<file path="src/rtl/ex_mem_stage.sv">
// EX->MEM pipeline register with stall/flush/bubble control, a HI/LO write path,
// multi-cycle accumulate feedback to EX, and a saturating bubble counter.
module ex_mem_stage #(
    parameter int unsigned DATA_W = 32,
    parameter int unsigned ADDR_W = 5,
    parameter int unsigned CNT_W  = 2,
    parameter int unsigned PERF_W = 16
) (
    input  logic                clk,
    input  logic                rst,
    input  logic                stall_ex,
    input  logic                stall_mem,
    input  logic                flush,
    input  logic [ADDR_W-1:0]   ex_wd,
    input  logic                ex_wreg,
    input  logic [DATA_W-1:0]   ex_wdata,
    input  logic                ex_whilo,
    input  logic [DATA_W-1:0]   ex_hi,
    input  logic [DATA_W-1:0]   ex_lo,
    input  logic [2*DATA_W-1:0] hilo_i,
    input  logic [CNT_W-1:0]    cnt_i,
    output logic [ADDR_W-1:0]   mem_wd,
    output logic                mem_wreg,
    output logic [DATA_W-1:0]   mem_wdata,
    output logic                mem_whilo,
    output logic [DATA_W-1:0]   mem_hi,
    output logic [DATA_W-1:0]   mem_lo,
    output logic [2*DATA_W-1:0] hilo_o,
    output logic [CNT_W-1:0]    cnt_o,
    output logic [PERF_W-1:0]   bubble_cnt
);

    typedef enum logic [1:0] {
        ActHold,
        ActFlush,
        ActBubble,
        ActAdvance
    } action_e;

    action_e w_act;

    logic [ADDR_W-1:0]   r_wd,         w_wd_d;
    logic                r_wreg,       w_wreg_d;
    logic [DATA_W-1:0]   r_wdata,      w_wdata_d;
    logic                r_whilo,      w_whilo_d;
    logic [DATA_W-1:0]   r_hi,         w_hi_d;
    logic [DATA_W-1:0]   r_lo,         w_lo_d;
    logic [2*DATA_W-1:0] r_hilo,       w_hilo_d;
    logic [CNT_W-1:0]    r_cnt,        w_cnt_d;
    logic [PERF_W-1:0]   r_bubble_cnt, w_bubble_cnt_d;
    logic                w_bubble_sat;

    // stall_mem without stall_ex is illegal from ctrl; it falls through to advance.
    always_comb begin
        if (flush) begin
            w_act = ActFlush;
        end else if (stall_ex && !stall_mem) begin
            w_act = ActBubble;
        end else if (!stall_ex) begin
            w_act = ActAdvance;
        end else begin
            w_act = ActHold;
        end
    end

    assign w_bubble_sat = &r_bubble_cnt;

    always_comb begin
        w_wd_d         = r_wd;
        w_wreg_d       = r_wreg;
        w_wdata_d      = r_wdata;
        w_whilo_d      = r_whilo;
        w_hi_d         = r_hi;
        w_lo_d         = r_lo;
        w_hilo_d       = r_hilo;
        w_cnt_d        = r_cnt;
        w_bubble_cnt_d = r_bubble_cnt;
        unique case (w_act)
            ActFlush: begin
                w_wd_d    = '0;
                w_wreg_d  = 1'b0;
                w_wdata_d = '0;
                w_whilo_d = 1'b0;
                w_hi_d    = '0;
                w_lo_d    = '0;
                w_hilo_d  = '0;
                w_cnt_d   = '0;
            end
            ActBubble: begin
                w_wd_d    = '0;
                w_wreg_d  = 1'b0;
                w_wdata_d = '0;
                w_whilo_d = 1'b0;
                w_hi_d    = '0;
                w_lo_d    = '0;
                w_hilo_d  = hilo_i;
                w_cnt_d   = cnt_i;
                if (!w_bubble_sat) begin
                    w_bubble_cnt_d = r_bubble_cnt + PERF_W'(1);
                end
            end
            ActAdvance: begin
                w_wd_d    = ex_wd;
                w_wreg_d  = ex_wreg;
                w_wdata_d = ex_wdata;
                w_whilo_d = ex_whilo;
                w_hi_d    = ex_hi;
                w_lo_d    = ex_lo;
                w_hilo_d  = '0;
                w_cnt_d   = '0;
            end
            ActHold: begin
            end
            default: begin
            end
        endcase
    end

    always_ff @(posedge clk) begin
        if (rst) begin
            r_wd         <= '0;
            r_wreg       <= 1'b0;
            r_wdata      <= '0;
            r_whilo      <= 1'b0;
            r_hi         <= '0;
            r_lo         <= '0;
            r_hilo       <= '0;
            r_cnt        <= '0;
            r_bubble_cnt <= '0;
        end else begin
            r_wd         <= w_wd_d;
            r_wreg       <= w_wreg_d;
            r_wdata      <= w_wdata_d;
            r_whilo      <= w_whilo_d;
            r_hi         <= w_hi_d;
            r_lo         <= w_lo_d;
            r_hilo       <= w_hilo_d;
            r_cnt        <= w_cnt_d;
            r_bubble_cnt <= w_bubble_cnt_d;
        end
    end

    assign mem_wd     = r_wd;
    assign mem_wreg   = r_wreg;
    assign mem_wdata  = r_wdata;
    assign mem_whilo  = r_whilo;
    assign mem_hi     = r_hi;
    assign mem_lo     = r_lo;
    assign hilo_o     = r_hilo;
    assign cnt_o      = r_cnt;
    assign bubble_cnt = r_bubble_cnt;

    a_no_mem_only_stall: assert property (@(posedge clk) disable iff (rst)
        !(stall_mem && !stall_ex))
        else $error("ex_mem_stage: stall_mem asserted without stall_ex");

endmodule

</file>
<file path="config.mk">
export PLATFORM = sky130hd
export DESIGN_NAME = ex_mem_stage
export DESIGN_NICKNAME = d
export VERILOG_FILES = /design/src/rtl/ex_mem_stage.sv
export SDC_FILE = /design/constraint.sdc
export NUM_CORES = 1
export LEC_CHECK = 0
export BUFFER_PORTS_ARGS = -buffer_cell sky130_fd_sc_hd__buf_2
export CORE_AREA = 2 2 138 140
export CTS_CLUSTER_SIZE = 28
export DETAILED_ROUTE_END_ITERATION = 10
export DIE_AREA = 0 0 140 142
export MAX_ROUTING_LAYER = met4
export PLACE_DENSITY = 0.65
export SYNTH_ARGS = -nofsm -noshare
export SYNTH_HDL_FRONTEND = slang
export SYNTH_SLANG_ARGS = --single-unit
</file>
<file path="constraint.sdc">
create_clock -name clk -period 4.1 [get_ports clk]
set_input_delay 0.205 -clock clk [delete_from_list [all_inputs] [get_ports clk]]
set_output_delay 0.205 -clock clk [all_outputs]
set_load 0.05 [all_outputs]
</file>
==> metrics <==
status finished with violations; failing checks DRC; # DRC 21; largest family of logic cells by synthesized area compound AO/OA/AOI/OAI gates; crit share post-route 55.3%; clock latency on the worst-skew pair 0.41 ns; Max Cap Violations 0; drt first pass iters 11; Worst Max-Slew Pin Slew 1.00 ns; simple-gate share of the synthesized area 14.6%; most area-consuming cells after synthesis dfxtp_1 58%, a22oi_1 20%, nor2_1 10%, clkbuf_1 3.5%, a21oi_1 0.79%; Int Power 2.95 mW; # H-tree levels 4; vias in the first global route 5739; largest net degree at the start of global routing 98; Die Wd 140 um; Top FF cell, synth dfxtp_1; complex-gate fraction of the synthesized area 22.8%; clk buf depth 2; Worst Clk Skew 0.00554 ns; xor and xnor area share after synthesis 0.138%; crit-path cells ha_1, nand4_1, nor4_1, nor2_1, mux2_2; worst setup path class register to register; critical path peak fanout 7; Via density 5.05; first-pass GRT wire length 29100 um; Yosys top cell by area dfxtp_1; top cell type's share of synthesized area 58.2%; number of hold buffers added after cts 0; commonest non-fill, non-tap cells in the layout 357 x buf_2, 185 x dfxtp_1, 177 x nor2_1; layout cell share with drive strength beyond 1 40.2%; Pwr Total 4.01 mW; total CTS buffers 17; CTS root buf clkbuf_16; finished layout cell area 8930 um2; grt ovf 0; Die ar. 19900 um2; detailed router's first-iteration violation count 470; Mapped Area 6370 um2; Worst Path Required 4.40 ns; Crit-path slowest cell nor4_1; Ports 359; relative slew slack 33.0%; commonest non-fill, non-tap cell in the layout buf_2; cells after synthesis 666; critical path arrival 2.57 ns; clock sink count 185; Core ar. 18500 um2; Filler Cells Inserted 1800; leak pwr 4.17 nW; initial antenna violation count 1; Final #Nets 1162; WHS 0.0219 ns; Initial Util 34.5%; Worst-path clk slew 0.07 ns; Comb pwr share 10.6%; Seq pwr share 46.4%; Sum Neg Setup Slack 0 ns; Setup crit start kind register; final wirelength 18900 um; P_sw 1.05 mW; CTS tree yes; DP HPWL 12800 um; FF+latch count, synth 185; syn_nets 841; setup violators final 0; Die Y 142 um; Worst Hold Class input pin to register; setup bufs post-CTS 0; fraction of registers with async set/reset 0%; register area share after synthesis 58.2%; mux cell area share after synthesis 0.354%; fin crit period 2.27 ns; detailed-route via count 6226; fin. max-slew vios 0; Std-Cell Rows 50; distinct cell type count after synthesis 36; cts repair resizes 0; CP endpoint kind register; Post-synth EDFFs 0; Post-DP Area 8310 um2; Clock Power Share 43.0%; antenna viol nets, final 0; IO Port Bufs 358; total global-route track usage 18.5%; RSZ-0062 raised after global routing no; Sw Ratio 26.3%; WL per Instance 15.3 um; syn_area_per_cell 9.56 um2; maximum VDD drop 273 uV; Top delay family on crit path simple AND/OR/NAND/NOR gates; Yosys Warn Count 0; Area Growth Syn to Fin 40.2%; max incr delay on CP 0.84 ns; pwr dens 449 nW/um2; FMAX 441 MHz; flop-to-flop setup slack 1.83 ns; buffer and inverter count on the worst path 0; Final Hold Viols 0; Post-Synth Adder-Cell Area 0.197%; Final GP Congestion 0.786
-- cell type report --
cell class              count  area, um2  area share [%]
inverters                   2       7.51          0.0841
flip-flops and latches    185       3700            41.5
clock inverters            13        183            2.05
repair buffers            363       1870            20.9
multi-input cells         418       2440            27.3
diodes                      1       2.50          0.0280
clock buffers              18        429            4.81
well taps                 234        293            3.28
-- cells in the mapped netlist (all sizes together), types with 2 or more instances --
library cell  number
buf                2
inv                2
nor2b              2
a31o               2
a311oi             3
dfxtp            185
and2               2
a21oi             10
clkbuf            59
or3                3
nor2             178
o21ai              4
a22oi            169
nand2              2
nor4               2
mux2               2
a211oi             2
nor3               2
and4               3
and3               6
nand4              8
nand3              4
a2111o             2
-- power groups by stage --
stage | Clock [mW] | Sequential [mW] | Combinational, mW
floorplan | 0 | 2.05 | 0.122
global placement | 0 | 1.90 | 0.427
detailed placement | 0 | 1.90 | 0.429
CTS | 1.77 | 1.86 | 0.429
global route | 1.85 | 1.86 | 0.456
finish | 1.72 | 1.86 | 0.425
-- path summary, 6_finish.rpt --
check,startpoint,endpoint,cells past startpoint
min reg2reg,mem_wd[0],mem_wd[0],2
max reg2reg,bubble_cnt[0],bubble_cnt[0],5
max,bubble_cnt[0],bubble_cnt[0],5
min,hilo_i[30],hilo_o[30],3
-- worst reg2reg max path, stage by stage (launching register included) --
cell and delay [ns]:
dfxtp_1 0.37, ha_1 0.28, nand4_1 0.21, nor4_1 0.84, nor2_1 0.15, mux2_2 0.31
-- metrics by stage --
step,worst slack (ns),cells,utilization [%]
after floorplan,1.83,666,-
after global placement,1.93,1202,45.1
after detailed placement,1.85,1202,45.1
after CTS,1.84,1233,48.4
after global routing,1.69,1234,48.4
final,1.83,1234,48.4
-- logic make-up after synthesis --
logic type / Yosys count
buffers and inverters: 63
DFF: 185
muxes: 2
and+or+nand+nor: 218
xor gates and xnor gates: 1
AOI/OAI and AO/OA: 196
adders and majority gates: 1
-- flip-flops by register name, indices dropped and copies added, names as in the netlist --
signal,flops
hilo_o,64
mem_hi,32
mem_lo,32
mem_wdata,32
bubble_cnt,16
mem_wd,5
cnt_o,2
mem_whilo,1
mem_wreg,1
-- layer usage --
layer  global-route usage [%]  wire (um)
met1                     22.7       7960
met2                     30.4       9340
met3                     3.94       1160
met4                     6.27        405
met5                        -          0
Note: power is estimated with default switching activity, not from simulation.
